===== src/rtl/header_deparser_pipe_if.sv =====
`default_nettype none
// ============================================================================
// Module   : header_deparser_pipe_if
// Brief    : Field-set handshake and byte-stream bus of the header deparser.
// Revision : 1.0 - initial release
// ============================================================================
interface header_deparser_pipe_if;
    logic        fld_valid;
    logic        fld_ready;
    logic [47:0] dst_mac;
    logic [47:0] src_mac;
    logic        has_vlan;
    logic [11:0] vlan_id;
    logic        is_ipv4;
    logic [5:0]  dscp;
    logic [1:0]  ecn;
    logic [7:0]  ttl;
    logic [7:0]  ip_proto;
    logic [15:0] ip_total_len;
    logic [31:0] src_ip;
    logic [31:0] dst_ip;
    logic [15:0] src_port;
    logic [15:0] dst_port;
    logic [7:0]  tx_data;
    logic        tx_valid;
    logic        tx_last;
    logic        tx_ready;

    modport master (
        output fld_valid, dst_mac, src_mac, has_vlan, vlan_id, is_ipv4, dscp, ecn,
               ttl, ip_proto, ip_total_len, src_ip, dst_ip, src_port, dst_port, tx_ready,
        input  fld_ready, tx_data, tx_valid, tx_last
    );

    modport slave (
        input  fld_valid, dst_mac, src_mac, has_vlan, vlan_id, is_ipv4, dscp, ecn,
               ttl, ip_proto, ip_total_len, src_ip, dst_ip, src_port, dst_port, tx_ready,
        output fld_ready, tx_data, tx_valid, tx_last
    );
endinterface
`default_nettype wire


===== src/rtl/header_deparser_pipe.sv =====
`default_nettype none
// ============================================================================
// Module   : header_deparser_pipe
// Brief    : Serialises latched Ethernet/VLAN/IPv4/L4 header fields into bytes.
// Revision : 1.0 - initial release
// ============================================================================
module header_deparser_pipe (
    input  wire logic          clk,
    input  wire logic          rst_n,
    header_deparser_pipe_if.slave bus
);

    typedef enum logic [1:0] {
        S_IDLE = 2'd0,
        S_CSUM = 2'd1,
        S_FOLD = 2'd2,
        S_EMIT = 2'd3
    } state_t;

    localparam logic [3:0]  LAST_WORD    = 4'd9;
    localparam logic [15:0] ETYPE_IPV4   = 16'h0800;
    localparam logic [15:0] ETYPE_OTHER  = 16'h88B5;

    state_t      state;
    logic [47:0] dst_q, src_q;
    logic        vlan_q, ipv4_q;
    logic [11:0] vid_q;
    logic [5:0]  dscp_q;
    logic [1:0]  ecn_q;
    logic [7:0]  ttl_q, proto_q;
    logic [15:0] len_q, sp_q, dp_q;
    logic [31:0] sip_q, dip_q;
    logic [19:0] acc;
    logic [3:0]  word_cnt;
    logic [15:0] csum;
    logic [5:0]  idx;
    logic [7:0]  data_q;
    logic        valid_q, last_q;

    logic        l4;
    logic [5:0]  frame_len, last_idx, byte_sel, vpos;
    logic [15:0] csum_word;
    logic [16:0] fold1;
    logic [15:0] fold2;
    logic [95:0] mac_sh;
    logic [239:0] tail, tail_sh;
    logic [7:0]  nxt_byte;

    assign l4        = ipv4_q && (proto_q == 8'd6 || proto_q == 8'd17);
    assign frame_len = 6'd14 + (vlan_q ? 6'd4 : 6'd0) + (ipv4_q ? 6'd20 : 6'd0) + (l4 ? 6'd4 : 6'd0);
    assign last_idx  = frame_len - 6'd1;
    assign byte_sel  = idx + 6'd1;

    always_comb begin
        csum_word = 16'h0000;
        case (word_cnt)
            4'd0:    csum_word = {8'h45, dscp_q, ecn_q};
            4'd1:    csum_word = len_q;
            4'd3:    csum_word = 16'h4000;
            4'd4:    csum_word = {ttl_q, proto_q};
            4'd6:    csum_word = sip_q[31:16];
            4'd7:    csum_word = sip_q[15:0];
            4'd8:    csum_word = dip_q[31:16];
            4'd9:    csum_word = dip_q[15:0];
            default: csum_word = 16'h0000;
        endcase
    end

    assign fold1 = {1'b0, acc[15:0]} + {13'd0, acc[19:16]};
    assign fold2 = fold1[15:0] + {15'd0, fold1[16]};

    // Bytes after the MACs are laid out as if a VLAN tag were always present;
    // untagged frames simply skip the first four virtual positions.
    assign tail = {16'h8100, 4'h0, vid_q,
                   ipv4_q ? ETYPE_IPV4 : ETYPE_OTHER,
                   8'h45, dscp_q, ecn_q, len_q, 16'h0000, 16'h4000, ttl_q, proto_q, csum,
                   sip_q, dip_q,
                   sp_q, dp_q};

    always_comb begin
        vpos     = byte_sel - 6'd12 + (vlan_q ? 6'd0 : 6'd4);
        mac_sh   = {dst_q, src_q} << {byte_sel, 3'b000};
        tail_sh  = tail << {vpos, 3'b000};
        nxt_byte = 8'h00;
        if (byte_sel < 6'd12) begin
            nxt_byte = mac_sh[95:88];
        end else if (vpos <= 6'd29) begin
            nxt_byte = tail_sh[239:232];
        end
    end

    always_ff @(posedge clk) begin
        if (!rst_n) begin
            state    <= S_IDLE;
            dst_q    <= '0;
            src_q    <= '0;
            vlan_q   <= 1'b0;
            vid_q    <= '0;
            ipv4_q   <= 1'b0;
            dscp_q   <= '0;
            ecn_q    <= '0;
            ttl_q    <= '0;
            proto_q  <= '0;
            len_q    <= '0;
            sip_q    <= '0;
            dip_q    <= '0;
            sp_q     <= '0;
            dp_q     <= '0;
            acc      <= '0;
            word_cnt <= '0;
            csum     <= '0;
            idx      <= '0;
            data_q   <= 8'h00;
            valid_q  <= 1'b0;
            last_q   <= 1'b0;
        end else begin
            case (state)
                S_IDLE: begin
                    if (bus.fld_valid) begin
                        dst_q    <= bus.dst_mac;
                        src_q    <= bus.src_mac;
                        vlan_q   <= bus.has_vlan;
                        vid_q    <= bus.vlan_id;
                        ipv4_q   <= bus.is_ipv4;
                        dscp_q   <= bus.dscp;
                        ecn_q    <= bus.ecn;
                        ttl_q    <= bus.ttl;
                        proto_q  <= bus.ip_proto;
                        len_q    <= bus.ip_total_len;
                        sip_q    <= bus.src_ip;
                        dip_q    <= bus.dst_ip;
                        sp_q     <= bus.src_port;
                        dp_q     <= bus.dst_port;
                        acc      <= '0;
                        word_cnt <= '0;
                        idx      <= '0;
                        if (bus.is_ipv4) begin
                            state <= S_CSUM;
                        end else begin
                            // No checksum needed: first byte comes straight from the inputs.
                            state   <= S_EMIT;
                            valid_q <= 1'b1;
                            data_q  <= bus.dst_mac[47:40];
                            last_q  <= 1'b0;
                        end
                    end
                end
                S_CSUM: begin
                    acc      <= acc + {4'd0, csum_word};
                    word_cnt <= word_cnt + 4'd1;
                    if (word_cnt == LAST_WORD) begin
                        state <= S_FOLD;
                    end
                end
                S_FOLD: begin
                    csum    <= ~fold2;
                    state   <= S_EMIT;
                    valid_q <= 1'b1;
                    data_q  <= dst_q[47:40];
                    last_q  <= 1'b0;
                end
                S_EMIT: begin
                    if (bus.tx_ready) begin
                        idx <= byte_sel;
                        if (last_q) begin
                            state   <= S_IDLE;
                            valid_q <= 1'b0;
                            last_q  <= 1'b0;
                        end else begin
                            data_q <= nxt_byte;
                            last_q <= (byte_sel == last_idx);
                        end
                    end
                end
                default: state <= S_IDLE;
            endcase
        end
    end

    assign bus.fld_ready = (state == S_IDLE);
    assign bus.tx_data   = data_q;
    assign bus.tx_valid  = valid_q;
    assign bus.tx_last   = last_q;

endmodule
`default_nettype wire


===== src/flat_wrapper.sv =====
// flat-port wrapper written by rule: the top's interface ports become plain ports
module header_deparser_pipe_flat 
  (clk, rst_n, bus_fld_valid, bus_dst_mac, bus_src_mac, bus_has_vlan, bus_vlan_id, bus_is_ipv4, bus_dscp, bus_ecn, bus_ttl, bus_ip_proto, bus_ip_total_len, bus_src_ip, bus_dst_ip, bus_src_port, bus_dst_port, bus_tx_ready, bus_fld_ready, bus_tx_data, bus_tx_valid, bus_tx_last);
  header_deparser_pipe_if bus_i ();
  input  wire logic clk;
  input  wire logic rst_n;
  input wire logic [$bits(bus_i.fld_valid)-1:0] bus_fld_valid;
  input wire logic [$bits(bus_i.dst_mac)-1:0] bus_dst_mac;
  input wire logic [$bits(bus_i.src_mac)-1:0] bus_src_mac;
  input wire logic [$bits(bus_i.has_vlan)-1:0] bus_has_vlan;
  input wire logic [$bits(bus_i.vlan_id)-1:0] bus_vlan_id;
  input wire logic [$bits(bus_i.is_ipv4)-1:0] bus_is_ipv4;
  input wire logic [$bits(bus_i.dscp)-1:0] bus_dscp;
  input wire logic [$bits(bus_i.ecn)-1:0] bus_ecn;
  input wire logic [$bits(bus_i.ttl)-1:0] bus_ttl;
  input wire logic [$bits(bus_i.ip_proto)-1:0] bus_ip_proto;
  input wire logic [$bits(bus_i.ip_total_len)-1:0] bus_ip_total_len;
  input wire logic [$bits(bus_i.src_ip)-1:0] bus_src_ip;
  input wire logic [$bits(bus_i.dst_ip)-1:0] bus_dst_ip;
  input wire logic [$bits(bus_i.src_port)-1:0] bus_src_port;
  input wire logic [$bits(bus_i.dst_port)-1:0] bus_dst_port;
  input wire logic [$bits(bus_i.tx_ready)-1:0] bus_tx_ready;
  output wire logic [$bits(bus_i.fld_ready)-1:0] bus_fld_ready;
  output wire logic [$bits(bus_i.tx_data)-1:0] bus_tx_data;
  output wire logic [$bits(bus_i.tx_valid)-1:0] bus_tx_valid;
  output wire logic [$bits(bus_i.tx_last)-1:0] bus_tx_last;
  assign bus_i.fld_valid = bus_fld_valid;
  assign bus_i.dst_mac = bus_dst_mac;
  assign bus_i.src_mac = bus_src_mac;
  assign bus_i.has_vlan = bus_has_vlan;
  assign bus_i.vlan_id = bus_vlan_id;
  assign bus_i.is_ipv4 = bus_is_ipv4;
  assign bus_i.dscp = bus_dscp;
  assign bus_i.ecn = bus_ecn;
  assign bus_i.ttl = bus_ttl;
  assign bus_i.ip_proto = bus_ip_proto;
  assign bus_i.ip_total_len = bus_ip_total_len;
  assign bus_i.src_ip = bus_src_ip;
  assign bus_i.dst_ip = bus_dst_ip;
  assign bus_i.src_port = bus_src_port;
  assign bus_i.dst_port = bus_dst_port;
  assign bus_i.tx_ready = bus_tx_ready;
  assign bus_fld_ready = bus_i.fld_ready;
  assign bus_tx_data = bus_i.tx_data;
  assign bus_tx_valid = bus_i.tx_valid;
  assign bus_tx_last = bus_i.tx_last;
  header_deparser_pipe u_core (.clk(clk), .rst_n(rst_n), .bus(bus_i));
endmodule

===== config.mk =====
export PLATFORM = sky130hd
export DESIGN_NAME = header_deparser_pipe_flat
export DESIGN_NICKNAME = d
export VERILOG_FILES = /design/src/rtl/header_deparser_pipe_if.sv /design/src/rtl/header_deparser_pipe.sv /design/src/flat_wrapper.sv
export SDC_FILE = /design/constraint.sdc
export NUM_CORES = 1
export LEC_CHECK = 0
export BUFFER_PORTS_ARGS = -buffer_cell sky130_fd_sc_hd__clkbuf_2
export CAP_MARGIN = 20
export CORE_ASPECT_RATIO = 0.9
export CORE_UTILIZATION = 52
export CTS_CLUSTER_DIAMETER = 40
export DETAILED_ROUTE_END_ITERATION = 7
export PLACE_DENSITY = 0.77
export SYNTH_ARGS = -nofsm -noshare
export SYNTH_HDL_FRONTEND = slang
export SYNTH_SLANG_ARGS = --single-unit

===== constraint.sdc =====
create_clock -name clk -period 3.79 [get_ports clk]
set_input_delay 0.379 -clock clk [delete_from_list [all_inputs] [get_ports clk]]
set_output_delay 0.379 -clock clk [all_outputs]
set_load 0.02 [all_outputs]

==> results.txt, run 1 <==
Die ar. - 31520 um2
Most frequent standard cell in the layout excluding fill and tap cells - sky130_fd_sc_hd__nand2_1
Routed wire length - 52700 um
Initial core utilization - 53.22%
Maximum single-stage delay on the critical path - 380 ps
Ys Warns - 0
Maximum vdd drop - 0.0005512 V
Tcrit/Tclk final - 94.55%
Final ANT Viol Nets - 0
Die height - 168.5 um
Row count - 60
Clock transition at the register clock pins on the worst setup and hold paths after CTS - 60 ps
Cell count of the worst reg-to-reg path - 14
Synthesized Nets - 2200
Fraction of layout cells with a size suffix above 1 - 21.41%
Count of buffers inserted at the top-level ports - 260
Final worst clock skew - 20.40 ps
HPWL after detailed placement - 38780 um
Post-Synth XOR/XNOR Area - 2.437%
Post-CTS setup buffer count - 0
Mux cell area share after synthesis - 9.278%
TritonCTS clock tree - built
Net switching component of the power - 4.099 mW
Library cells used by synthesis - 75
Fraction of the yosys area taken by sequential cells - 37.99%
Core Util, Final - 63.35%
Number of fillers in the final layout - 2607
Final min period - 3583 ps
#FFs+latches synth - 304
Worst hold-check path type - input port to flop
Async SR Flop Fraction - 0%
Insertion delay of the later-clocked pin in the worst-skew pair - 530 ps
Fraction of power consumed by combinational cells - 28.5%
Combinational family with the most area after synthesis - compound AO/OA/AOI/OAI gates
Compound-Gate Fraction of Synth Area - 23.29%
Synthesized cell area - 16020 um2
Final Total Pwr - 11.49 mW
Inserted Clock Buffers - 40
Horizontal extent of the die - 187.0 um
# setup viols final - 0
Worst setup path category - flop to flop
Instance count of the mapped netlist - 1911
Boundary Pins - 261
Most used flip-flop cell after synthesis - sky130_fd_sc_hd__dfxtp_1
Fin area - 19070 um2
Launching point of the worst reg2reg path - u_core.word_cnt[0]
Destination of the critical timing path - u_core.acc[15]
H-Tree Depth - 2
Worst-case headroom to the max-slew limit - 19.25%
Largest net degree at the start of global routing - 247
Total routing usage reported by global routing - 32.93%
Setup repair after global routing missed its margin - true
Root Buffer Master - sky130_fd_sc_hd__clkbuf_16
Clock group share of total power - 33.8%
Cell chain of the critical path - inv_1 > ha_1 > and3b_1 > buf_4 > a222oi_1 > nand3_1 > ha_1 > a21o_1 > a21o_1 > a221o_1 > a31o_2 > a31oi_1 > xor2_1 > o21ai_0
Global route overflow - 0
CTS Hold Buffers Added - 0
Setup slack of the critical path after layout - 206.7 ps
Relative contribution of sequential cells to total power - 37.7%
Core footprint - 30100 um2
Arrival time worst endpoint - 3990 ps
Max Root-Sink Buffers - 3
Placed Area - 17680 um2
Average wire per cell in the routed design - 20.68 um
Via count of the first global-routing pass - 14.18k
Areal power density over the cells - 602.7 nW/um2
Antenna violations before repair - 2
Worst Path Max Fanout - 8
Wire length of the first global-routing pass - 80500 um
Final number of max-transition violations - 0
Setup slack of the most critical reg-to-reg path - 210 ps
Global placer's final weighted congestion - 0.9902
FF-to-FF End - u_core.acc[15]
Least-Margin Pin Slew - 1211 ps
Setup TNS - 0 ps
Critical path startpoint category - flop
Router iterations before antenna repair - 6
Switching share of power - 35.66%
Routed vias - 15.04k
Most frequent cells in the layout - sky130_fd_sc_hd__nand2_1, sky130_fd_sc_hd__dfxtp_1, sky130_fd_sc_hd__clkbuf_2
Max-cap violations - 0
Max Fclk - 279.1 MHz
Placement Setup Slack - 127.1 ps
Final hold vios - 0
Leakage power summed over all cells - 7.497 nW
Result of the run - complete, no violations
Post-Synth Adder-Cell Area - 3.139%
Number of nets in the layout - 2403
Area grow syn2layout - 19.04%
Routed via count divided by cell count - 5.901
Critical path capture point type - flop
Internal Pwr Total - 7.395 mW
Clock tree sinks - 304
Count of unresolved DRC violations after routing - 0
CP max-delay cell - sky130_fd_sc_hd__dfxtp_1
Simple logic cell fraction of the synthesized area - 19.60%
Crit. Startpoint - u_core.word_cnt[0]
DRC marker count from the first detailed-route iteration - 1563
Endpoint required time on the critical path - 4200 ps
Number of enable-type register cells in the synthesized netlist - 0
Mean Syn Cell Area - 8.384 um2
-- power groups by stage --
stage | logic [mW] | registers (mW) | clock network [mW]
2_1_floorplan | 2.23 | 4.15 | 0
5_1_grt | 3.60 | 4.37 | 4.07
4_1_cts | 3.23 | 4.31 | 3.92
3_5_place_dp | 3.21 | 4.37 | 0
3_3_place_gp | 3.14 | 4.36 | 0
6_report | 3.27 | 4.34 | 3.88
-- how the worst min path moves through the flow --
| stage | startpoint | endpoint | slack (ps) | cells after the start |
|---|---|---|---|---|
| 6_report | bus_src_mac[11] | u_core.src_q[11] | 80 | 3 |
| 5_1_grt | bus_src_ip[23] | u_core.sip_q[23] | 80 | 3 |
| 4_1_cts | bus_src_ip[19] | u_core.sip_q[19] | 60 | 3 |
| 3_5_place_dp | u_core.src_q[22] | u_core.src_q[22] | 460 | 2 |
| 3_3_place_gp | u_core.dst_q[4] | u_core.dst_q[4] | 450 | 2 |
| 2_1_floorplan | u_core.vid_q[10] | u_core.vid_q[10] | 440 | 2 |
-- routing by layer --
metal | share of wire (%) | up-vias | wire length [um] | global-route usage (%)
met1 | 44 | 7200 | 23310 | 46.47
met5 | 0.017 | - | 9 | 0
li1 | - | 7107 | - | -
met4 | 2.6 | 2 | 1376 | 9.301
met3 | 9.6 | 93 | 5049 | 7.755
met2 | 44 | 635 | 22960 | 50.23
-- cells by family (layout without fill, tap and decap cells) --
group,count (synthesis),count (layout)
other cells,0,1
buf+inv,175,408
mux,88,88
xor+xnor,42,42
compound gates,525,525
flops,304,304
fa+ha+maj,39,39
simple gates,738,738
-- Yosys cell counts (5+ instances only) --
cell | count | area [um2]
sky130_fd_sc_hd__a221oi_1 | 5 | 43.79
sky130_fd_sc_hd__o211ai_1 | 6 | 45.04
sky130_fd_sc_hd__nand3_1 | 37 | 185.2
sky130_fd_sc_hd__nor2b_1 | 22 | 137.6
sky130_fd_sc_hd__inv_1 | 27 | 101.4
sky130_fd_sc_hd__nand4_1 | 6 | 37.54
sky130_fd_sc_hd__mux4_2 | 47 | 1059
sky130_fd_sc_hd__a21oi_1 | 55 | 275.3
sky130_fd_sc_hd__nand2b_1 | 6 | 37.54
sky130_fd_sc_hd__and3_1 | 5 | 31.28
sky130_fd_sc_hd__a221o_1 | 8 | 80.08
sky130_fd_sc_hd__buf_1 | 8 | 30.03
sky130_fd_sc_hd__a222oi_1 | 11 | 110.1
sky130_fd_sc_hd__a31oi_1 | 22 | 137.6
sky130_fd_sc_hd__buf_2 | 10 | 50.05
sky130_fd_sc_hd__nor3_1 | 13 | 65.06
sky130_fd_sc_hd__nand3b_1 | 6 | 45.04
sky130_fd_sc_hd__clkbuf_1 | 125 | 469.2
sky130_fd_sc_hd__a21boi_0 | 246 | 1847
sky130_fd_sc_hd__a21o_1 | 10 | 75.07
sky130_fd_sc_hd__mux2_2 | 14 | 157.7
sky130_fd_sc_hd__dfxtp_1 | 304 | 6086
sky130_fd_sc_hd__nor4_1 | 8 | 50.05
sky130_fd_sc_hd__xor2_1 | 20 | 175.2
sky130_fd_sc_hd__or3_1 | 7 | 43.79
sky130_fd_sc_hd__nand2_1 | 551 | 2068
sky130_fd_sc_hd__xnor2_1 | 19 | 166.4
sky130_fd_sc_hd__ha_1 | 37 | 462.9
sky130_fd_sc_hd__a22oi_1 | 43 | 322.8
sky130_fd_sc_hd__a311oi_1 | 5 | 43.79
sky130_fd_sc_hd__nor2_1 | 39 | 146.4
sky130_fd_sc_hd__mux2i_1 | 27 | 270.3
sky130_fd_sc_hd__o31ai_1 | 5 | 37.54
sky130_fd_sc_hd__o21ai_0 | 64 | 320.3
sky130_fd_sc_hd__nor3b_1 | 11 | 82.58
sky130_fd_sc_hd__and2_1 | 11 | 68.82
-- per-stage QoR --
stage                     std cells  hold slack, ps
after floorplan                1911           438.2
after global placement         2475           447.9
after detailed placement       2475           456.5
after CTS                      2547           61.96
after global routing           2547           76.93
final                          2548           78.00
-- flip-flops by register name (all words and copies together), names as in the netlist, 2 cells and up --
name,cells
u_core.ttl_q,8
u_core.ecn_q,2
u_core.src_q,48
u_core.dip_q,32
u_core.state,2
u_core.csum,16
u_core.word_cnt,4
u_core.len_q,16
u_core.dst_q,48
u_core.acc,20
u_core.sip_q,32
u_core.dp_q,16
u_core.idx,6
u_core.dscp_q,6
u_core.bus.tx_data,8
u_core.sp_q,16
u_core.proto_q,8
u_core.vid_q,12
-- worst max-delay path: cells and delay by family (launching register included) --
kind            cells  cell delay [ps]
flops               1              380
xor+xnor            1              150
buf+inv             2              320
simple gates        2              530
compound gates      7             1480
fa+ha+maj           2              600
-- layout make-up --
cell class	instances	area (um2)	area share, %
Multi-Input combinational cell	1432	9280	48.66
Sequential cell	304	6090	31.93
Timing Repair Buffer	308	1718	9.007
Clock buffer	51	1094	5.734
Tap cell	403	504.2	2.644
Clock inverter	21	279.0	1.463
Inverter	28	105.1	0.5511
Antenna cell	1	2.502	0.01312
-- what timing repair did --
item / CTS / global route
setup endpoints to repair: 0 / 11
gates resized for setup: 0 / 5
endpoints found under the hold margin: 0 / 0
Power figures use the tool's default switching activity.
==> run 2, diff against run 1 <==
CELL_PAD_IN_SITES_DETAIL_PLACEMENT = 1   (was default)
CELL_PAD_IN_SITES_GLOBAL_PLACEMENT = 1   (was default)
CORE_UTILIZATION = 39   (was 52)
PLACE_DENSITY = default   (was 0.77)
PLACE_DENSITY_LB_ADDON = 0.1   (was default)
==> results.txt, run 2 (synthesis gave the netlist of run 1 again) <==
Final number of max-transition violations - 0 (unchanged)
Most frequent standard cell in the layout excluding fill and tap cells - sky130_fd_sc_hd__nand2_1 (unchanged)
Routed via count divided by cell count - 5.562 (was 5.901)
Final min period - 3634 ps (was 3583 ps)
Relative contribution of sequential cells to total power - 35.6% (was 37.7%)
Die ar. - 41900 um2 (was 31520 um2)
Number of nets in the layout - 2408 (was 2403)
Routed wire length - 61980 um (was 52700 um)
Clock group share of total power - 37.3% (was 33.8%)
Count of buffers inserted at the top-level ports - 260 (unchanged)
Areal power density over the cells - 632.0 nW/um2 (was 602.7 nW/um2)
Maximum vdd drop - 0.001156 V (was 0.0005512 V)
Boundary Pins - 261 (unchanged)
Global-route met2 utilization - 43.59% (was 50.23%)
Met3 usage in global routing - 4.894% (was 7.755%)
Tcrit/Tclk final - 95.87% (was 94.55%)
H-Tree Depth - 2 (unchanged)
GRT busiest layer - met1 (was met2)
Cell chain of the critical path - inv_1 > ha_2 > and2_2 > buf_4 > a222oi_1 > nand3_1 > ha_1 > a21o_1 > a21o_1 > a221o_1 > a31o_2 > a31oi_1 > xor2_1 > o21ai_0 (was inv_1 > ha_1 > and3b_1 > buf_4 > a222oi_1 > nand3_1 > ha_1 > a21o_1 > a21o_1 > a221o_1 > a31o_2 > a31oi_1 > xor2_1 > o21ai_0)
Insertion delay of the later-clocked pin in the worst-skew pair - 590 ps (was 530 ps)
Row count - 70 (was 60)
Least-Margin Pin Slew - 1043 ps (was 1211 ps)
Max Root-Sink Buffers - 3 (unchanged)
Worst-case headroom to the max-slew limit - 30.47% (was 19.25%)
Via count of the first global-routing pass - 15.05k (was 14.18k)
Routed vias - 15.02k (was 15.04k)
Initial core utilization - 39.51% (was 53.22%)
CP max-delay cell - sky130_fd_sc_hd__a222oi_1 (was sky130_fd_sc_hd__dfxtp_1)
Setup repair after global routing missed its margin - true (unchanged)
Final ANT Viol Nets - 0 (unchanged)
Clock transition at the register clock pins on the worst setup and hold paths after CTS - 50 ps (was 60 ps)
Arrival time worst endpoint - 4090 ps (was 3990 ps)
Area grow syn2layout - 22.05% (was 19.04%)
Clock tree sinks - 304 (unchanged)
Fraction of power consumed by combinational cells - 27.1% (was 28.5%)
Setup TNS - 0 ps (unchanged)
Antenna violations before repair - 3 (was 2)
Core footprint - 40550 um2 (was 30100 um2)
Wire length of the first global-routing pass - 93690 um (was 80500 um)
Max Fclk - 275.2 MHz (was 279.1 MHz)
Root Buffer Master - sky130_fd_sc_hd__clkbuf_16 (unchanged)
Leakage power summed over all cells - 7.620 nW (was 7.497 nW)
Count of unresolved DRC violations after routing - 0 (unchanged)
Average wire per cell in the routed design - 22.96 um (was 20.68 um)
Critical path startpoint category - flop (unchanged)
HPWL after detailed placement - 46550 um (was 38780 um)
Critical path capture point type - flop (unchanged)
Result of the run - complete, no violations (unchanged)
Global route overflow - 0 (unchanged)
Internal Pwr Total - 7.827 mW (was 7.395 mW)
CP most frequent cell - sky130_fd_sc_hd__a21o_1
Most frequent cells in the layout - sky130_fd_sc_hd__nand2_1, sky130_fd_sc_hd__dfxtp_1, sky130_fd_sc_hd__clkbuf_2 (unchanged)
Maximum single-stage delay on the critical path - 500 ps (was 380 ps)
Switching share of power - 36.67% (was 35.66%)
Largest net degree at the start of global routing - 179 (was 247)
Total routing usage reported by global routing - 29.41% (was 32.93%)
Worst setup path category - flop to flop (unchanged)
Worst Path Max Fanout - 7 (was 8)
Worst hold-check path type - input port to flop (unchanged)
Horizontal extent of the die - 215.7 um (was 187.0 um)
Final hold vios - 0 (unchanged)
Grt met1 use - 43.90% (was 46.47%)
Fraction of layout cells with a size suffix above 1 - 22.33% (was 21.41%)
Inserted Clock Buffers - 50 (was 40)
Endpoint required time on the critical path - 4250 ps (was 4200 ps)
Setup slack of the critical path after layout - 156.4 ps (was 206.7 ps)
Global placer's final weighted congestion - 0.9529 (was 0.9902)
Max-cap violations - 0 (unchanged)
Placement Setup Slack - 38.44 ps (was 127.1 ps)
Largest registers in the final layout - u_core.dst_q: 48 flops, u_core.src_q: 48 flops (unchanged)
Number of fillers in the final layout - 4796 (was 2607)
TritonCTS clock tree - built (unchanged)
Final worst clock skew - 12.28 ps (was 20.40 ps)
Net switching component of the power - 4.531 mW (was 4.099 mW)
Router iterations before antenna repair - 7 (was 6)
# setup viols final - 0 (unchanged)
Die height - 194.3 um (was 168.5 um)
DRC marker count from the first detailed-route iteration - 1218 (was 1563)
run 2: worst paths after layout:
path | slack, ps | depth (start not counted) | startpoint | to
max reg2reg | 160 | 14 | u_core.word_cnt[0] | u_core.acc[15]
min | 20 | 3 | bus_src_ip[17] | u_core.sip_q[17]
max | 160 | 14 | u_core.word_cnt[0] | u_core.acc[15]
min reg2reg | 460 | 2 | u_core.dst_q[21] | u_core.dst_q[21]
run 2: worst max-delay path, delay by kind of cell, from the launching register on:
| family | cells | cell delay, ps |
|---|---|---|
| adders and majority gates | 2 | 570 |
| xor gates and xnor gates | 1 | 150 |
| AOI/OAI and AO/OA | 7 | 1750 |
| buffers and inverters | 2 | 270 |
| DFF | 1 | 350 |
| and+or+nand+nor | 2 | 440 |
run 2: area by class of cell:
class	count	area, um2	area share [%]
clock inverter	32	344.1	1.760
sequential	304	6093	31.16
antenna	1	2.502	0.01280
multi-input combinational	1432	9301	47.57
clock buffer	60	1350	6.904
timing repair buffer	303	1683	8.606
tap	540	675.6	3.455
inverter	28	105.1	0.5375
run 2: through the flow:
step / std cells / cell area, um2 / utilization, % / power, mW / hold slack, ps
5_1_grt: 2699 / 19550 / 48.22 / 13.00 / 7.140
2_1_floorplan: 1911 / 16020 / - / 6.376 / 438.2
6_report: 2700 / 19560 / 48.22 / 12.36 / 23.06
3_3_place_gp: 2605 / 17810 / 43.92 / 7.688 / 448.4
3_5_place_dp: 2606 / 17820 / 43.94 / 7.775 / 458.3
4_1_cts: 2699 / 19520 / 48.14 / 12.42 / 1.739
run 2: routing by layer:
metal | up-vias | wire (um)
li1 | 7136 | -
met1 | 7400 | 30440
met2 | 388 | 26710
met3 | 94 | 3496
met4 | 0 | 1340
met5 | - | 0
run 2: repair_timing:
action,in CTS,in global routing
gates resized for setup,0,13
setup buffers,0,0
hold endpoints to repair,1,0
setup endpoints to repair,0,15
hold buffers,1,0
run 2: power by group through the flow:
stage | Sequential (mW) | Combinational [mW] | Clock (mW)
floorplan | 4.15 | 2.23 | 0
global placement | 4.42 | 3.26 | 0
detailed placement | 4.43 | 3.34 | 0
CTS | 4.37 | 3.36 | 4.68
global route | 4.44 | 3.72 | 4.84
finish | 4.40 | 3.35 | 4.61
==> run 3, diff against run 2 <==
BUFFER_PORTS_ARGS = default   (was -buffer_cell sky130_fd_sc_hd__clkbuf_2)
CORE_UTILIZATION = 43   (was 39)
DONT_BUFFER_PORTS = 1   (was default)
==> results.txt, run 3 (synthesis gave the netlist of run 1 again) <==
Worst hold-check path type - input port to flop (unchanged)
Clock tree sinks - 304 (unchanged)
Clock transition at the register clock pins on the worst setup and hold paths after CTS - 60 ps (was 50 ps)
Setup TNS - 0 ps (unchanged)
Global placer's final weighted congestion - 0.9519 (was 0.9529)
Final ANT Viol Nets - 0 (unchanged)
Number of fillers in the final layout - 4121 (was 4796)
Total routing usage reported by global routing - 35.14% (was 29.41%)
Storage element area - 6091 um2 (was 6093 um2)
Routed vias - 15.56k (was 15.02k)
Worst setup path category - flop to flop (unchanged)
Least-Margin Pin Slew - 970.3 ps (was 1043 ps)
Areal power density over the cells - 593.5 nW/um2 (was 632.0 nW/um2)
Tcrit/Tclk final - 96.25% (was 95.87%)
Final number of max-transition violations - 0 (unchanged)
Largest net degree at the start of global routing - 177 (was 179)
Final min period - 3648 ps (was 3634 ps)
Result of the run - complete, no violations (unchanged)
Largest registers in the final layout - u_core.dst_q: 48 flops, u_core.src_q: 48 flops (unchanged)
Number of non-filler instances in the completed layout - 2628 (was 2700)
Insertion delay of the later-clocked pin in the worst-skew pair - 590 ps (about the same)
Core footprint - 36420 um2 (was 40550 um2)
Area of the multi-input gates - 9293 um2 (was 9301 um2)
Count of unresolved DRC violations after routing - 0 (unchanged)
Post-CTS setup buffer count - 0 (unchanged)
DRC marker count from the first detailed-route iteration - 1269 (was 1218)
Setup slack of the most critical reg-to-reg path - 140 ps (was 160 ps)
Leakage power summed over all cells - 7.636 nW (was 7.620 nW)
Setup repair after global routing missed its margin - false (was true)
Most frequent standard cell in the layout excluding fill and tap cells - sky130_fd_sc_hd__nand2_1 (unchanged)
Launching point of the worst reg2reg path - u_core.word_cnt[0] (unchanged)
Die ar. - 38040 um2 (was 41900 um2)
Via count of the first global-routing pass - 16.39k (was 15.05k)
Root Buffer Master - sky130_fd_sc_hd__clkbuf_16 (unchanged)
Initial core utilization - 43.99% (was 39.51%)
Count of buffers inserted at the top-level ports - 0 (was 260)
Final hold vios - 0 (unchanged)
Max-cap violations - 0 (unchanged)
FF-to-FF End - u_core.acc[15] (unchanged)
Number of nets in the layout - 2402 (was 2408)
Worst hold start - bus_dst_mac[16] (was bus_src_ip[17])
Max Root-Sink Buffers - 3 (unchanged)
Core Util, Final - 56.67% (was 48.22%)
Critical path capture point type - flop (unchanged)
Row count - 66 (was 70)
Crit. Startpoint - u_core.word_cnt[0] (unchanged)
Fraction of layout cells with a size suffix above 1 - 9.595% (was 22.33%)
Maximum vdd drop - 0.0006145 V (was 0.001156 V)
Placement Setup Slack - 73.42 ps (was 38.44 ps)
Area grow syn2layout - 28.81% (was 22.05%)
Die height - 185.1 um (was 194.3 um)
Worst-case headroom to the max-slew limit - 35.31% (was 30.47%)
Router iterations before antenna repair - 6 (was 7)
Max Fclk - 274.1 MHz (was 275.2 MHz)
# setup viols final - 0 (unchanged)
Average wire per cell in the routed design - 25.39 um (was 22.96 um)
DP Cell Count - 2278 (was 2606)
Boundary Pins - 261 (unchanged)
Endpoint of the worst hold-timing path - u_core.dst_q[16] (was u_core.sip_q[17])
Final worst clock skew - 31.48 ps (was 12.28 ps)
Endpoint required time on the critical path - 4230 ps (was 4250 ps)
Most frequent cells in the layout - sky130_fd_sc_hd__nand2_1, sky130_fd_sc_hd__dfxtp_1, sky130_fd_sc_hd__dlygate4sd3_1 (was sky130_fd_sc_hd__nand2_1, sky130_fd_sc_hd__dfxtp_1, sky130_fd_sc_hd__clkbuf_2)
Worst Path Max Fanout - 15 (was 7)
Worst Hold Path Cells - 2 (was 3)
Final hold slack - 7.791 ps (was 23.06 ps)
TritonCTS clock tree - built (unchanged)
Antenna violations before repair - 6 (was 3)
Wire length of the first global-routing pass - 99760 um (was 93690 um)
Setup slack of the critical path after layout - 142.0 ps (was 156.4 ps)
Arrival time worst endpoint - 4080 ps (was 4090 ps)
Critical path startpoint category - flop (unchanged)
Routed via count divided by cell count - 5.919 (was 5.562)
Routed wire length - 66730 um (was 61980 um)
Cell count of the worst reg-to-reg path - 14 (unchanged)
Horizontal extent of the die - 205.5 um (was 215.7 um)
HPWL after detailed placement - 43000 um (was 46550 um)
Global route overflow - 0 (unchanged)
H-Tree Depth - 2 (unchanged)
Inserted Clock Buffers - 46 (was 50)
## run 3: worst max path at each step
stage | end | depth (start not counted)
final | u_core.acc[15] | 14
after global routing | u_core.acc[15] | 14
after CTS | u_core.acc[12] | 14
after detailed placement | u_core.acc[12] | 14
after global placement | u_core.acc[12] | 14
after floorplan | u_core.bus.tx_data[1] | 16
## run 3: routing by layer
metal,part of all wire [%],vias to the layer above,track usage (%)
li1,-,7133,-
met1,44,7773,46.51
met2,46,509,55.38
met3,7.1,136,8.234
met4,3.1,4,13.10
met5,0.034,-,0.5291
## run 3: report_power, final
| group | switching [mW] | internal [mW] |
|---|---|---|
| sequential | 0.674 | 3.78 |
| clock | 1.65 | 2.63 |
| combinational | 2.20 | 1.31 |
| total | 4.53 | 7.72 |
## run 3: worst max-delay path, cell delays in order, from the launching register on
cell and delay [ps]:
sky130_fd_sc_hd__dfxtp_2 350, sky130_fd_sc_hd__inv_1 90, sky130_fd_sc_hd__ha_1 250, sky130_fd_sc_hd__and2_0 190
sky130_fd_sc_hd__buf_6 170, sky130_fd_sc_hd__a222oi_1 390, sky130_fd_sc_hd__nand3_1 280, sky130_fd_sc_hd__ha_1 360
sky130_fd_sc_hd__a21o_1 180, sky130_fd_sc_hd__a21o_1 180, sky130_fd_sc_hd__a221o_1 340, sky130_fd_sc_hd__a31o_2 270
sky130_fd_sc_hd__a31oi_2 200, sky130_fd_sc_hd__xor2_1 160, sky130_fd_sc_hd__o21ai_0 100
## run 3: metrics by stage
stage | cell area, um2 | power (mW)
after CTS | 20600 | 12.10
after detailed placement | 16410 | 7.544
after global routing | 20630 | 12.79
final | 20640 | 12.25
after global placement | 16410 | 7.442
after floorplan | 16020 | 6.376
## run 3: final cells by class
class,instances,area share (%)
timing repair buffer,301,14.59
clock inverter,26,1.146
sequential,304,29.51
inverter,28,0.5093
multi-input combinational,1432,45.03
clock buffer,56,6.263
antenna,5,0.06063
tap,476,2.886
## run 3: repair_timing
item                                    in CTS  in global routing
endpoints found under the setup margin       0                  7
hold endpoints to repair                   272                  0
gates resized for setup                      0                  7
hold buffers                               263                  0
